### src/rtl/hdp_stream_if.sv
`default_nettype none
// ============================================================================
// Module      : hdp_stream_if
// Description : Ciphertext-in / pixel-out handshake bundle for hdp_stream.
// Revision    : 1.0 - initial release
// ============================================================================
interface hdp_stream_if;
    logic [19:0] ciphertext;
    logic        ct_valid;
    logic        ct_ready;
    logic [7:0]  pixel_byte;
    logic        px_valid;
    logic        px_ready;
    logic        noise_flag;

    // Upstream/downstream side that feeds ciphertexts and consumes pixels
    modport master (
        output ciphertext, ct_valid, px_ready,
        input  ct_ready, pixel_byte, px_valid, noise_flag
    );

    // Decryptor side
    modport slave (
        input  ciphertext, ct_valid, px_ready,
        output ct_ready, pixel_byte, px_valid, noise_flag
    );
endinterface
`default_nettype wire

### src/rtl/hdp_stream.sv
`default_nettype none
// ============================================================================
// Module      : hdp_stream
// Description : Serial LWE-style pixel decryptor: b - a*s mod 1024, rounded /4.
// Revision    : 1.0 - initial release
// ============================================================================
module hdp_stream #(
    parameter int SECRET_KEY = 7
) (
    input  wire logic        clk,
    input  wire logic        rst,
    hdp_stream_if.slave      bus,
    output logic [15:0]      decrypt_count
);

    localparam logic [2:0] c_KEY  = 3'(SECRET_KEY);

    localparam logic [1:0] c_IDLE = 2'd0;
    localparam logic [1:0] c_MUL  = 2'd1;
    localparam logic [1:0] c_SUB  = 2'd2;
    localparam logic [1:0] c_OUT  = 2'd3;

    logic [1:0]  r_state,    w_state_nxt;
    logic [9:0]  r_a,        w_a_nxt;
    logic [9:0]  r_b,        w_b_nxt;
    logic [9:0]  r_acc,      w_acc_nxt;
    logic [1:0]  r_bit,      w_bit_nxt;
    logic [7:0]  r_pixel,    w_pixel_nxt;
    logic        r_noise,    w_noise_nxt;
    logic        r_px_valid, w_px_valid_nxt;
    logic [15:0] r_count,    w_count_nxt;

    logic [9:0]  w_diff;
    logic [9:0]  w_diff_rnd;
    logic [7:0]  w_pixel;

    // The 10-bit wrap of diff+2 folds diff >= 1022 onto pixel 0, matching mod 256.
    assign w_diff     = r_b - r_acc;
    assign w_diff_rnd = w_diff + 10'd2;
    assign w_pixel    = 8'(w_diff_rnd >> 2);

    always_ff @(posedge clk or posedge rst) begin
        if (rst) begin
            r_state    <= c_IDLE;
            r_a        <= '0;
            r_b        <= '0;
            r_acc      <= '0;
            r_bit      <= '0;
            r_pixel    <= '0;
            r_noise    <= 1'b0;
            r_px_valid <= 1'b0;
            r_count    <= '0;
        end else begin
            r_state    <= w_state_nxt;
            r_a        <= w_a_nxt;
            r_b        <= w_b_nxt;
            r_acc      <= w_acc_nxt;
            r_bit      <= w_bit_nxt;
            r_pixel    <= w_pixel_nxt;
            r_noise    <= w_noise_nxt;
            r_px_valid <= w_px_valid_nxt;
            r_count    <= w_count_nxt;
        end
    end

    always_comb begin
        w_state_nxt    = r_state;
        w_a_nxt        = r_a;
        w_b_nxt        = r_b;
        w_acc_nxt      = r_acc;
        w_bit_nxt      = r_bit;
        w_pixel_nxt    = r_pixel;
        w_noise_nxt    = r_noise;
        w_px_valid_nxt = r_px_valid;
        w_count_nxt    = r_count;

        case (r_state)
            c_IDLE: begin
                if (bus.ct_valid) begin
                    w_a_nxt     = bus.ciphertext[19:10];
                    w_b_nxt     = bus.ciphertext[9:0];
                    w_acc_nxt   = '0;
                    w_bit_nxt   = '0;
                    w_state_nxt = c_MUL;
                end
            end
            c_MUL: begin
                // One key bit per cycle, LSB first; shifted operand wraps at 10 bits.
                if (c_KEY[r_bit]) begin
                    w_acc_nxt = r_acc + (r_a << r_bit);
                end
                w_bit_nxt = 2'(r_bit + 2'd1);
                if (r_bit == 2'd2) begin
                    w_state_nxt = c_SUB;
                end
            end
            c_SUB: begin
                w_pixel_nxt    = w_pixel;
                w_noise_nxt    = (w_diff[1:0] == 2'b10);
                w_px_valid_nxt = 1'b1;
                w_state_nxt    = c_OUT;
            end
            c_OUT: begin
                if (bus.px_ready) begin
                    w_px_valid_nxt = 1'b0;
                    w_count_nxt    = r_count + 16'd1;
                    w_state_nxt    = c_IDLE;
                end
            end
            default: begin
                w_state_nxt = c_IDLE;
            end
        endcase
    end

    assign bus.ct_ready   = (r_state == c_IDLE);
    assign bus.pixel_byte = r_pixel;
    assign bus.noise_flag = r_noise;
    assign bus.px_valid   = r_px_valid;
    assign decrypt_count  = r_count;

endmodule
`default_nettype wire
### src/flat_wrapper.sv
// flat-port wrapper written by rule: the top's interface ports become plain ports
module hdp_stream_flat 
#(
    parameter int SECRET_KEY = 7
)
  (clk, rst, decrypt_count, bus_ciphertext, bus_ct_valid, bus_px_ready, bus_ct_ready, bus_pixel_byte, bus_px_valid, bus_noise_flag);
  hdp_stream_if bus_i ();
  input  wire logic clk;
  input  wire logic rst;
  output logic [15:0] decrypt_count;
  input wire logic [$bits(bus_i.ciphertext)-1:0] bus_ciphertext;
  input wire logic [$bits(bus_i.ct_valid)-1:0] bus_ct_valid;
  input wire logic [$bits(bus_i.px_ready)-1:0] bus_px_ready;
  output wire logic [$bits(bus_i.ct_ready)-1:0] bus_ct_ready;
  output wire logic [$bits(bus_i.pixel_byte)-1:0] bus_pixel_byte;
  output wire logic [$bits(bus_i.px_valid)-1:0] bus_px_valid;
  output wire logic [$bits(bus_i.noise_flag)-1:0] bus_noise_flag;
  assign bus_i.ciphertext = bus_ciphertext;
  assign bus_i.ct_valid = bus_ct_valid;
  assign bus_i.px_ready = bus_px_ready;
  assign bus_ct_ready = bus_i.ct_ready;
  assign bus_pixel_byte = bus_i.pixel_byte;
  assign bus_px_valid = bus_i.px_valid;
  assign bus_noise_flag = bus_i.noise_flag;
  hdp_stream #(.SECRET_KEY(SECRET_KEY)) u_core (.clk(clk), .rst(rst), .bus(bus_i), .decrypt_count(decrypt_count));
endmodule
### config.mk
export PLATFORM = sky130hd
export DESIGN_NAME = hdp_stream_flat
export DESIGN_NICKNAME = d
export VERILOG_FILES = /design/src/rtl/hdp_stream_if.sv /design/src/rtl/hdp_stream.sv /design/src/flat_wrapper.sv
export SDC_FILE = /design/constraint.sdc
export NUM_CORES = 1
export LEC_CHECK = 0
export CAP_MARGIN = 20
export CORE_MARGIN = 2
export CORE_UTILIZATION = 50
export DETAILED_ROUTE_END_ITERATION = 8
export PLACE_DENSITY = 0.74
export SYNTH_ARGS = -nofsm -noshare
export SYNTH_HDL_FRONTEND = slang
export SYNTH_SLANG_ARGS = --single-unit
### constraint.sdc
create_clock -name clk -period 6.6 [get_ports clk]
set_input_delay 1.32 -clock clk [delete_from_list [all_inputs] [get_ports clk]]
set_output_delay 1.32 -clock clk [all_outputs]
set_load 0.01 [all_outputs]
* Word level (Yosys, flattened, before mapping)
Index checks and enable logic that the tools add are counted.
Storage, ports and cells: bits of input ports 24, bits in registers 60, RAM bits 0, latch bits 0, memory bits (read-only) 0, memories kept 0, word-level logic and storage cells 47
Operators by class: reductions and logical operators 9, div/mod/pow operators 0, magnitude comparators 1, $add $sub $neg 5, shift operators 1, multiplexer cells 13, equality and inequality tests 9, multipliers 0, bitwise gates (word level) 0
Operators by type and width (number):
- 10-bit 2-to-1 mux | 2
- 10-bit one-hot mux with 2 select lines | 1
- 16-bit by 1-bit adder with 16-bit output (second input constant) | 1
- 10-bit adder | 1
- 10-bit by 2-bit adder with 10-bit output (second input constant) | 1
- 10-bit by 2-bit << shifter with 10-bit output | 1
- 10-bit subtractor | 1
- 2-bit == test (second input constant) | 4
- 2-bit 2-to-1 mux | 4
- 2-bit one-hot mux with 4 select lines | 1
- 2-bit AND reduction | 4
- 3-bit AND reduction | 2
- 2-bit by 1-bit inequality test with 1-bit output (second input constant) | 2
- 2-bit inequality test (second input constant) | 2
- 2-bit one-hot mux with 2 select lines | 1
- 2-bit nonzero test | 2
- 2-bit by 3-bit < comparator with 1-bit output (second input constant) | 1
- 2-bit by 1-bit adder with 2-bit output (second input constant) | 1
- 1-bit binary-select mux with 2-bit select | 1
- 2-bit by 1-bit == test with 1-bit output (second input constant) | 1
- 2-bit zero test | 1
- 1-bit 2-to-1 mux | 2
- 1-bit one-hot mux with 2 select lines | 1

* Logic depth before layout (Yosys ltp)
word-level depth 4, mapped depth 13, mapped depth without buffers 13

* Worst setup path after synthesis
OpenSTA, ideal clock, no wires.
kind reg-to-reg, start point register u_core.r_bit[0], end point register u_core.r_acc[8], buffers on the path 1, arrival time 2.723 ns, setup slack 3.756 ns, cell stages (with the launch flop) 12, library setup time 0.122 ns, cell sequence dfrtp_1 > clkbuf_1 > mux2i_1 > or2_2 > fa_1 > nor2b_1 > o21ai_0 > a21oi_1 > o21ai_0 > a211oi_1 > o21ai_0 > a32o_1
On the way: cells in the longest elaborated chain, start to end 4, elaborated cells between the ends (all ways) 8
RTL lines:
- start: declaration | line hdp_stream.sv:27 | logic [1:0] r_bit, w_bit_nxt;
- start signal: assignment | line hdp_stream.sv:58 | r_bit <= w_bit_nxt;
- 10-bit by 2-bit << shifter with 10-bit output or 1-bit binary-select mux with 2-bit select (tied branches) | line hdp_stream.sv:90, hdp_stream.sv:89
- 10-bit adder or 1-bit 2-to-1 mux (tied branches) | line hdp_stream.sv:90, hdp_stream.sv:89
- 10-bit 2-to-1 mux or 2-bit by 1-bit inequality test with 1-bit output (tied branches)
- 10-bit one-hot mux with 2 select lines or 3-bit AND reduction (tied branches)
- end signal: assignment | line hdp_stream.sv:57 | r_acc <= w_acc_nxt;
- end: declaration | line hdp_stream.sv:26 | logic [9:0] r_acc, w_acc_nxt;
Several ways; a longest one is shown, not always the timed one. The select of a mux whose other input is x is not followed. A chain may end at the register's enable or synchronous reset.

* Final worst setup path
start point input port bus_ct_valid, end point register u_core.r_acc[9]
On the way: cells in the longest elaborated chain, start to end 2
RTL lines:
- start: declaration | line flat_wrapper.sv:12 | input wire logic [$bits(bus_i.ct_valid)-1:0] bus_ct_valid;
- 2-bit inequality test (no source line)
- 3-bit AND reduction (no source line)
Every way passes these cells.

==> impl_metrics.py <==
metrics = {
    "floorplan": {
        "dieHeight_um": 89.8,
        "coreArea_mm2": 0.00718,
        "start_util_pct": 51.3,
        "die_w_um": 89.8,
        "io_pins": 51,
        "die_area_mm2": 0.00806,
        "rows": 31,
    },
    "timing": {
        "hold_violations": 0,
        "clock_skew_ns": 0.00753,
        "worst_slew_pin_slew_ns": 0.906,
        "setup_tns_ns": 0,
        "timing.final.crit_share_pct": 48.0,
        "rsz0062_at_grt": "false",
        "maxSlewViolCount": 0,
        "max-slew-margin-rel_pct": 39.4,
        "min_period_ns": 3.17,
        "fmax_mhz": 315,
        "final-setup-viol-count": 0,
    },
    "min_path": {
        "worst_hold_path_type": "reg -> reg",
    },
    "synthesis": {
        "yosysUniqueCellTypes": 57,
        "yosys-top-cells-area": "dfrtp_1, ha_1, mux2_2",
        "synth_commonest_cells": "dfrtp_1, ha_1, inv_1, mux2_2",
        "yosysTopAreaCell": "dfrtp_1",
        "synth_seq_cells": 60,
        "async_reset_ff_share_pct": 100,
        "syn_inst": 344,
        "synth_edf_count": 0,
        "synth_ff_type": "dfrtp_1",
        "ys_warn_count": 0,
        "synth.top_cell.area_share_pct": 40.8,
        "ys_seq_area_share_pct": 40.8,
        "synth_nets": 396,
        "syn_area_mm2": 0.00368,
        "yosysMostFrequentCell": "dfrtp_1",
        "syn_area_per_cell_um2": 10.7,
    },
    "worst_setup_path": {
        "cp-end-kind": "register",
        "criticalPathCategory": "in -> reg",
        "worstPathRequired_ns": 6.81,
        "worstPathArrival_ns": 3.38,
        "crit_path_max_fanout": 8,
        "startpoint_type": "input port",
    },
    "global_route": {
        "antenna_found_initial": 0,
        "grt_overflow_total": 0,
        "grt.total_usage_pct": 19.7,
        "grt_max_degree": 61,
        "grt_pass1_vias": 2704,
        "grt_pass1_wl_um": 12900,
    },
    "place": {
        "dpl.hpwl_um": 5400,
        "finalWeightedCongestion": 0.815,
        "port_buffers": 50,
    },
    "clock_network": {
        "cts_made_buffers": 9,
        "clk_latency_ns": 0.35,
        "cts_setup_buffers": 0,
        "clock_sinks": 60,
        "cts_tree": "done",
        "htreeDepth": 3,
        "clkTransAtPathRegs_ns": 0.07,
        "cts_hold_buf": 0,
        "clockBufferDepth": 2,
        "clockRootBuffer": "clkbuf_8",
        "post_cts_resized": 0,
    },
    "drt": {
        "firstDrtPassIters": 4,
        "dr_total_vias": 2714,
        "ant_nets": 0,
        "drc_errors": 0,
        "initialDrtViolationCount": 106,
        "vias_per_cell": 5.41,
        "totalWireLength_um": 7420,
        "wl_per_cell_um": 14.8,
    },
    "power": {
        "power.total_mw": 2.44,
        "power.leakage_nw": 1.95,
        "vdd.ir_drop.worst_mv": 0.246,
        "pwr-share-clk_pct": 12.3,
        "switchingPower_mw": 1.05,
        "intPower_mw": 1.39,
        "pwr-share-comb_pct": 61.1,
        "switching_share_pct": 43.2,
        "power_frac_seq_pct": 26.6,
        "powerDensity_mw_per_mm2": 549,
    },
    "cells_and_area": {
        "diodes": 0,
        "drive_gt1_share_pct": 15.4,
        "area_growth_pct": 20.8,
        "final_nets": 450,
    },
    "run_status": {
        "status": "completed",
    },
    "run": {
        "maxCapViolCount": 0,
    },
}
layout by cell type, fill, tap and decap left out, types with 2 or more instances in the layout:
master | netlist | final
and3_1 | 6 | 6
xor2_1 | 11 | 11
xnor2_1 | 21 | 21
fa_1 | 2 | 2
nand3b_1 | 3 | 3
or3_1 | 2 | 2
nand2_1 | 21 | 21
clkdlybuf4s50_1 | 0 | 50
nor3_1 | 5 | 5
o211a_1 | 2 | 2
o2111ai_1 | 2 | 2
o21bai_1 | 2 | 2
nor2_1 | 17 | 17
a21o_1 | 5 | 5
inv_1 | 25 | 24
o32ai_1 | 3 | 3
clkinv_4 | 0 | 3
dfrtp_1 | 60 | 60
mux4_2 | 6 | 6
a211oi_1 | 5 | 5
nor2b_1 | 5 | 5
nand4_1 | 5 | 5
a21oi_1 | 17 | 17
ha_1 | 26 | 26
nand3_1 | 7 | 7
clkinv_2 | 0 | 2
or2_2 | 5 | 5
mux2_2 | 24 | 24
o21ai_0 | 15 | 15
nand2b_1 | 5 | 5
clkbuf_8 | 0 | 9
o22ai_1 | 4 | 4
per-layer routing:
layer  vias to the layer above  track usage, %  wire length [µm]
li1                       1344               -                 -
met1                      1309            25.7              3480
met2                        52            33.0              3600
met3                         9            4.69               243
met4                         0            5.90               102
met5                         -               0                 0
area by class of cell:
cell class	count	area [µm²]
clock inverter	7	52.6
fill	604	2730
multi-input combinational	251	2040
inverter	25	93.8
sequential	60	1500
tap	99	124
clock buffer	9	124
timing repair buffer	51	508
registers in the layout, indices dropped and copies added, names as in the netlist:
register / count
u_core.r_a: 10
u_core.r_state: 2
u_core.bus.noise_flag: 1
u_core.bus.px_valid: 1
u_core.bus.pixel_byte: 8
u_core.decrypt_count: 16
u_core.r_acc: 10
u_core.r_bit: 2
u_core.r_b: 10
worst paths after layout:
check                                                      from                                    to  slack, ns  depth (start not counted)
max                                                bus_ct_valid           u_core.r_acc[9]$_DFFE_PP0P_       3.43                          8
min reg2reg                u_core.decrypt_count[15]$_DFFE_PP0P_  u_core.decrypt_count[15]$_DFFE_PP0P_       0.48                          1
max in group asynchronous                                   rst             u_core.r_b[6]$_DFFE_PP0P_       4.60                          3
min in group asynchronous                                   rst  u_core.decrypt_count[13]$_DFFE_PP0P_       1.51                          3
min                        u_core.decrypt_count[15]$_DFFE_PP0P_  u_core.decrypt_count[15]$_DFFE_PP0P_       0.48                          1
max reg2reg                         u_core.r_bit[0]$_DFFE_PP0P_           u_core.r_acc[8]$_DFFE_PP0P_       3.52                         10
stage by stage:
step / cell area (µm²) / util (%) / cells / hold slack (ns) / worst slack, ns
after floorplan: 3680 / - / 344 / 0.475 / 3.76
after global placement: 4270 / 59.5 / 486 / 0.468 / 3.15
after detailed placement: 4270 / 59.5 / 486 / 0.462 / 3.06
after CTS: 4450 / 62.0 / 502 / 0.486 / 3.42
after global routing: 4450 / 62.0 / 502 / 0.509 / 3.23
final: 4450 / 62.0 / 502 / 0.483 / 3.43
power by group through the flow:
stage,Combinational (mW),Sequential (mW),Clock (mW)
after floorplan,1.15,0.627,0
after global placement,1.43,0.650,0
after global routing,1.66,0.673,0.326
after CTS,1.50,0.649,0.306
after detailed placement,1.48,0.656,0
final,1.49,0.649,0.300
critical path: stages:
cell and delay [ns]:
clkdlybuf4s50_1 0.51, nand2b_1 0.16, o21ai_0 0.15, a21oi_1 0.50
nand2_1 0.15, mux2_2 0.29, a32oi_1 0.20, o211ai_1 0.12
kinds of logic (layout without fill, tap and decap cells):
logic type / Yosys count / count (layout) / synth area share [%]
and+or+nand+nor: 89 / 89 / 13.0
xor gates and xnor gates: 33 / 33 / 8.23
buffers and inverters: 33 / 92 / 3.67
muxes: 32 / 32 / 11.7
DFF: 60 / 60 / 40.8
AOI/OAI and AO/OA: 69 / 69 / 12.7
adders and majority gates: 28 / 28 / 9.93
No activity file was read; power rests on OpenSTA's default activity.
